File: src/rtl/str_builder.sv
// Line-editing string buffer with cursor; commit streams the string plus a 0x00 terminator.
// Define STR_BUILDER_INSERT_EN for insert mode; the default build overwrites at the cursor.
module str_builder #(
    parameter int AW = 4
) (
    input  logic          clk,
    input  logic          i_sclr,
    input  logic [7:0]    i_ascii,
    input  logic          i_ascii_en,
    input  logic          i_right_en,
    input  logic          i_left_en,
    input  logic          i_bs_en,
    input  logic          i_down_en,
    output logic [7:0]    o_tx_data,
    output logic          o_tx_valid,
    input  logic          i_tx_ready,
    output logic          o_busy,
    output logic          o_full,
    output logic [AW:0]   o_len,
    output logic [AW:0]   o_cursor,
    output logic [7:0]    o_cur_char
);

    localparam int unsigned DEPTH   = 2 ** AW;
    localparam logic [AW:0] LEN_MAX = (AW+1)'(DEPTH);
    localparam logic [AW:0] ONE     = (AW+1)'(1);

    typedef enum logic {
        ST_EDIT,
        ST_SEND
    } state_t;

    state_t        r_state;
    state_t        w_state_nxt;
    logic [7:0]    r_buf [DEPTH];
    logic [AW:0]   r_len;
    logic [AW:0]   r_cur;
    logic [AW:0]   r_idx;
    logic [7:0]    r_tx_data;
    logic          r_tx_valid;

    logic          w_edit;
    logic          w_room;
    logic          w_grow;
    logic          w_do_ascii;
    logic          w_do_bs;
    logic          w_do_right;
    logic          w_do_left;
    logic          w_do_down;
    logic          w_xfer;
    logic          w_term;
    logic [AW:0]   w_idx_nxt;
    logic [AW-1:0] w_cur_m1;

`ifdef STR_BUILDER_INSERT_EN
    assign w_room = (r_len != LEN_MAX);
    assign w_grow = 1'b1;
`else
    assign w_room = (r_cur != LEN_MAX);
    assign w_grow = (r_cur == r_len);
`endif

    // Strict priority ascii > bs > right > left > down; a present higher strobe masks lower ones.
    always_comb begin
        w_edit     = (r_state == ST_EDIT);
        w_do_ascii = w_edit & i_ascii_en & w_room;
        w_do_bs    = w_edit & ~i_ascii_en & i_bs_en & (r_cur != '0);
        w_do_right = w_edit & ~i_ascii_en & ~i_bs_en & i_right_en & (r_cur < r_len);
        w_do_left  = w_edit & ~i_ascii_en & ~i_bs_en & ~i_right_en & i_left_en & (r_cur != '0);
        w_do_down  = w_edit & ~i_ascii_en & ~i_bs_en & ~i_right_en & ~i_left_en & i_down_en;
        w_xfer     = (r_state == ST_SEND) & i_tx_ready;
        w_term     = w_xfer & (r_idx == r_len);
        w_idx_nxt  = r_idx + ONE;
        w_cur_m1   = r_cur[AW-1:0] - AW'(1);
    end

    always_comb begin
        w_state_nxt = r_state;
        case (r_state)
            ST_EDIT: if (w_do_down) w_state_nxt = ST_SEND;
            ST_SEND: if (w_term)    w_state_nxt = ST_EDIT;
            default: w_state_nxt = ST_EDIT;
        endcase
    end

    always_ff @(posedge clk) begin
        if (i_sclr) r_state <= ST_EDIT;
        else        r_state <= w_state_nxt;
    end

    always_ff @(posedge clk) begin
        if (i_sclr) begin
            r_len      <= '0;
            r_cur      <= '0;
            r_idx      <= '0;
            r_tx_data  <= '0;
            r_tx_valid <= 1'b0;
        end else begin
            if (w_do_ascii) begin
                r_cur <= r_cur + ONE;
                if (w_grow) r_len <= r_len + ONE;
            end else if (w_do_bs) begin
                r_cur <= r_cur - ONE;
                r_len <= r_len - ONE;
            end else if (w_do_right) begin
                r_cur <= r_cur + ONE;
            end else if (w_do_left) begin
                r_cur <= r_cur - ONE;
            end else if (w_do_down) begin
                r_idx      <= '0;
                r_tx_valid <= 1'b1;
                r_tx_data  <= (r_len == '0) ? 8'h00 : r_buf[0];
            end

            // Output byte is preloaded from the next index so data/valid stay registered.
            if (w_term) begin
                r_tx_valid <= 1'b0;
                r_tx_data  <= '0;
                r_len      <= '0;
                r_cur      <= '0;
                r_idx      <= '0;
            end else if (w_xfer) begin
                r_idx     <= w_idx_nxt;
                r_tx_data <= (w_idx_nxt == r_len) ? 8'h00 : r_buf[w_idx_nxt[AW-1:0]];
            end
        end
    end

    always_ff @(posedge clk) begin
        if (w_do_ascii) begin
`ifdef STR_BUILDER_INSERT_EN
            for (int unsigned i = 1; i < DEPTH; i++) begin
                if ((AW+1)'(i) > r_cur && (AW+1)'(i) <= r_len) r_buf[i] <= r_buf[i-1];
            end
`endif
            r_buf[r_cur[AW-1:0]] <= i_ascii;
        end else if (w_do_bs) begin
            for (int unsigned i = 0; i < DEPTH - 1; i++) begin
                if ((AW+1)'(i + 1) >= r_cur && (AW+1)'(i + 1) < r_len) r_buf[i] <= r_buf[i+1];
            end
        end
    end

    assign o_tx_data  = r_tx_data;
    assign o_tx_valid = r_tx_valid;
    assign o_busy     = (r_state == ST_SEND);
    assign o_full     = (r_len == LEN_MAX);
    assign o_len      = r_len;
    assign o_cursor   = r_cur;
    assign o_cur_char = (r_cur == '0) ? 8'h00 : r_buf[w_cur_m1];

endmodule

File: config.mk
export PLATFORM = sky130hd
export DESIGN_NAME = str_builder
export DESIGN_NICKNAME = d
export VERILOG_FILES = /design/src/rtl/str_builder.sv
export SDC_FILE = /design/constraint.sdc
export NUM_CORES = 1
export LEC_CHECK = 0
export CORE_MARGIN = 2
export CORE_UTILIZATION = 27
export DETAILED_ROUTE_END_ITERATION = 10
export GPL_TIMING_DRIVEN = 0
export SKIP_LAST_GASP = 1
export SLEW_MARGIN = 20
export SYNTH_ARGS = -nofsm -noshare
export SYNTH_HDL_FRONTEND = slang
export SYNTH_SLANG_ARGS = --single-unit
File: constraint.sdc
create_clock -name clk -period 8.07 [get_ports clk]
set_clock_uncertainty 0.15 [all_clocks]
set_input_delay 0.807 -clock clk [delete_from_list [all_inputs] [get_ports clk]]
set_output_delay 0.807 -clock clk [all_outputs]
set_load 0.02 [all_outputs]
### Word level (Yosys, flattened, before mapping)

Memories as Yosys holds them, arrays and structs flattened.
Cells that the tools add are included.

| storage, ports and cells | value |
|---|---|
| bits in registers | 25 |
| logic and storage cells | 194 |
| input port bits | 16 |
| output and inout bits | 29 |
| memories kept | 1 |
| RAM bits | 128 |

Memory list:

| memory | depth | bits a word | read ports | clocked after Yosys merged registers in | write ports | line | source |
|---|---|---|---|---|---|---|---|
| r_buf | 16 | 8 | 18 | 0 | 15 | 35 | `logic [7:0] r_buf [DEPTH];` |

| operators by class | value |
|---|---|
| magnitude comparators | 31 |
| eq/ne operators | 10 |
| reduce and logical (&&, ||, !) cells | 26 |
| bitwise gates (word level) | 24 |
| add/sub/neg operators | 6 |
| multiplexer cells | 90 |

Operators with widths:

| cell | number |
|---|---|
| $mux 8 | 10 |
| $mux 1 | 65 |
| $mux 5 | 13 |
| $ge 4x5->1 const A | 8 |
| $lt 4x5->1 const A | 8 |
| $ge 3x5->1 const A | 4 |
| $lt 3x5->1 const A | 4 |
| $add 5x1->5 const B | 3 |
| $and 1x1->1 | 15 |
| $eq 5x5->1 | 3 |
| $logic_and 1x1->1 | 15 |
| $ge 2x5->1 const A | 2 |
| $logic_not 5->1 | 2 |
| $lt 2x5->1 const A | 2 |
| $reduce_and 5->1 | 2 |
| $sub 5x1->5 const B | 2 |
| $not 1->1 | 9 |
| $ne 2x1->1 const B | 4 |
| $reduce_or 8->1 | 1 |
| $eq 5x5->1 const B | 1 |
| $ge 1x5->1 const A | 1 |
| $lt 1x5->1 const A | 1 |
| $lt 5x5->1 | 1 |
| $ne 5x5->1 const B | 1 |
| other kinds (9) | 10 |

### Depth between registers and ports, before layout

| logic depth | value |
|---|---|
| depth after elaboration | 12 |
| gate-level depth with buffers | 11 |

### Least setup slack after synthesis

Ideal clock, no wire load.

| timing path | value |
|---|---|
| kind | reg-to-output |
| start point | reg r_cur[0] (netlist: o_cursor[0]) |
| end point | out o_cur_char[4] |
| arrival | 3.238 ns |
| setup slack | 3.875 ns |
| path buffers | 4 |
| cell stages (with the launch flop) | 10 |
| cells stage by stage | dfxtp_1 -> clkbuf_1 -> inv_1 -> ha_1 -> clkbuf_1 -> buf_1 -> clkbuf_1 -> mux4_2 -> mux2i_1 -> a211oi_1 |

| between the ends | value |
|---|---|
| cells in the longest elaborated chain, start to end | 3 |
| elaborated cells between the ends (all ways) | 4 |

Ends and longest elaborated chain:

| what | line | source |
|---|---|---|
| from (decl) | 37 | `logic [AW:0] r_cur;` |
| from (signal assigned) | 100 | `r_cur <= r_cur + ONE;` |
| from (signal assigned) | 103 | `r_cur <= r_cur - ONE;` |
| from (signal assigned) | 106 | `r_cur <= r_cur + ONE;` |
| $sub 4x1->4 | 74 | `w_cur_m1 = r_cur[AW-1:0] - AW'(1);` |
| $mem_v2 16x8 | - |  |
| $mux 8 * | 150 | `assign o_cur_char = (r_cur == '0) ? 8'h00 : r_buf[w_cur_m1];` |
| to (decl) | 21 | `output logic [7:0] o_cur_char` |

Mark *: on every way between the ends. The rest lies on a longest branch, timed or not.

### Final worst setup path

| timing path | value |
|---|---|
| start point | reg r_cur[0] (netlist: o_cursor[0]) |
| end point | out o_cur_char[2] |

The elaborated chain is that of the path after synthesis.

==> impl_metrics.yaml <==
die:
  core_area_mm2: 0.0344
  dieArea_mm2: 0.0363
  die_x_um: 191
  io_pins: 45
  initial_utilization: 0.273
  die_h_um: 191
  row_count: 68
sta:
  fin_crit_ns: 6.61
  setup_viol: 0
  drv_slew: 0
  hold_violations: 0
  rsz0062_at_grt: "false"
  slew_headroom: 0.267
  fmax_ghz: 0.151
  tns_ns: 0
  period_share: 0.819
  worst_slew_pin_slew_ns: 1.09
outcome:
  outcome: "finished clean"
routing:
  dr.pass1.iters: 6
  vias: 7172
  viasPerCell: 5.47
  drc: 0
  ant_nets: 0
  wl_per_cell_um: 22.8
  wl_um: 29900
  drtIter0Drc: 698
clocking:
  clock_latency_ns: 0.44
  numCtsBuffers: 17
  cts.clk_slew.worst_paths_ns: 0.06
  clkSinkCount: 153
  htreeDepth: 4
  root_buffer: "clkbuf_16"
  cts_setup_buffers: 0
  ctsHoldBuffers: 0
  cts_buffer_depth: 2
  cts_tree: "yes"
  cts-resized-gates: 0
logic_synthesis:
  ys_seq_area_frac: 0.462
  synth_edf_count: 128
  syn_inst: 780
  synth.net_count: 811
  synth_top_area_share: 0.409
  async_flop_share: 0
  synth_area_leaders: "edfxtp_1, mux2_2, mux4_2, dfxtp_1, nand2_1"
  synth_cell_type_count: 48
  post_synth_instance_area_mm2: 0.00940
  yosysTopAreaCell: "edfxtp_1"
  ys_seq_elements: 153
  synth_ff_type: "edfxtp_1"
  yosysWarnings: 0
  synth_area_per_cell_um2: 12.1
global_routing:
  grt_usage: 0.165
  antenna_found_initial: 0
  grt_max_degree: 17
  overflow: 0
  grt_pass1_wl_um: 44500
  grt_pass1_vias: 7126
power:
  p_leak_nw: 3.70
  power-per-cell-area_mw_per_mm2: 356
  vdd_drop_max_v: 0.000202
final_layout:
  drive_gt1_frac: 0.246
  layout-area-overhead-vs-synth_pct: 17.7
  nFillCells: 3467
  final_area_mm2: 0.0111
  nets: 874
  final_cell_mix: "edfxtp_1, mux2_2, nand2_1"
  layout.cells.most_common: "edfxtp_1"
  antenna_cells: 0
  fin_cells: 1310
placement:
  hpwl_um: 22200
  port_buffers: 44
  gp_congestion: 0.908
  placed_area_mm2: 0.0104
  place_inst: 1279
critical_path:
  cp_slowest_cell: "buf_1"
  cpPeakStageDelay_ns: 0.73
  startpoint_type: "flop"
  path_cells: "clkbuf_1 > inv_1 > ha_1 > clkbuf_1 > buf_1 > clkbuf_1 > mux4_2 > mux2i_1 > a211oi_1 > clkdlybuf4s50_1"
  endpoint_kind: "primary output"
  crit_fanout: 10
  critical_path.most_common_cell: "clkbuf_1"
  worstPathArrival_ns: 5.65
  crit_required_ns: 7.11
  crit_type: "reg -> out"
flow_run:
  maxCapViolations: 0
worst_hold_path:
  hold_path.class: "reg -> reg"
==> cell usage after synthesis, drive strengths merged (8+ instances only) <==
cell	number
a32oi	19
clkbuf	43
dfxtp	25
nand2	96
a21oi	20
xor2	11
nor3	10
xnor2	11
o21ai	21
and3	16
mux2i	31
mux2	120
nand3	24
a31oi	10
nor2b	12
inv	11
nor2	35
a311oi	8
buf	13
a211oi	20
ha	15
mux4	40
edfxtp	128
==> stage by stage <==
| stage | hold WS, ns | power [mW] | utilization | setup slack [ns] |
|---|---|---|---|---|
| after floorplan | 0.339 | 2.35 | - | 3.87 |
| after CTS | 0.307 | 3.93 | 0.321 | 1.45 |
| after detailed placement | 0.297 | 3.06 | 0.303 | 1.91 |
| after global placement | 0.290 | 3.03 | 0.303 | 1.90 |
| final | 0.306 | 3.94 | 0.322 | 1.46 |
| after global routing | 0.332 | 4.12 | 0.322 | 1.22 |
==> power by group <==
group / switching, mW / total [mW] / internal [mW]
registers: 0.113 / 1.13 / 1.02
clock network: 0.354 / 0.876 / 0.522
logic: 1.16 / 1.93 / 0.775
==> metal layers <==
layer  GRT usage  routed length, µm
met1       0.217              12700
met2       0.273              14600
met3      0.0296               1880
met4      0.0555                787
met5           0                  0
==> flip-flops by register name, summed over array words and instances, names as in the netlist <==
register	count
o_busy	1
r_idx	5
o_len	5
o_cursor	5
o_tx_valid	1
o_tx_data	8
r_buf	128
==> cell type report <==
| type | count | area [µm²] | area share |
|---|---|---|---|
| multi-input cells | 560 | 4810 | 0.435 |
| flip-flops and latches | 153 | 4340 | 0.393 |
| well taps | 455 | 569 | 0.0515 |
| repair buffers | 44 | 440 | 0.0398 |
| clock buffers | 18 | 429 | 0.0388 |
| plain buffers | 56 | 230 | 0.0208 |
| clock inverters | 13 | 194 | 0.0175 |
| inverters | 11 | 41.3 | 0.00373 |
==> final timing paths <==
path          startpoint            end  slack, ns  depth (start not counted)
max          o_cursor[0]  o_cur_char[2]       1.46                         10
min           o_tx_valid     o_tx_valid       0.31                          2
max reg2reg  o_cursor[0]    r_buf[9][1]       3.35                         10
min reg2reg   o_tx_valid     o_tx_valid       0.31                          2
==> critical path: cells and delay by family (launching register included) <==
family,cells,cell delay (ns)
flops,1,0.40
buf+inv,6,3.56
fa+ha+maj,1,0.36
compound gates,1,0.48
mux,2,0.41
==> kinds of logic after synthesis <==
logic type	Yosys count	synth area share
muxes	191	0.273
DFF	153	0.462
adders and majority gates	15	0.0200
AOI/OAI and AO/OA	119	0.0911
and+or+nand+nor	213	0.104
xor gates and xnor gates	22	0.0213
buffers and inverters	67	0.0289
Note: power is estimated with default switching activity, not from simulation.
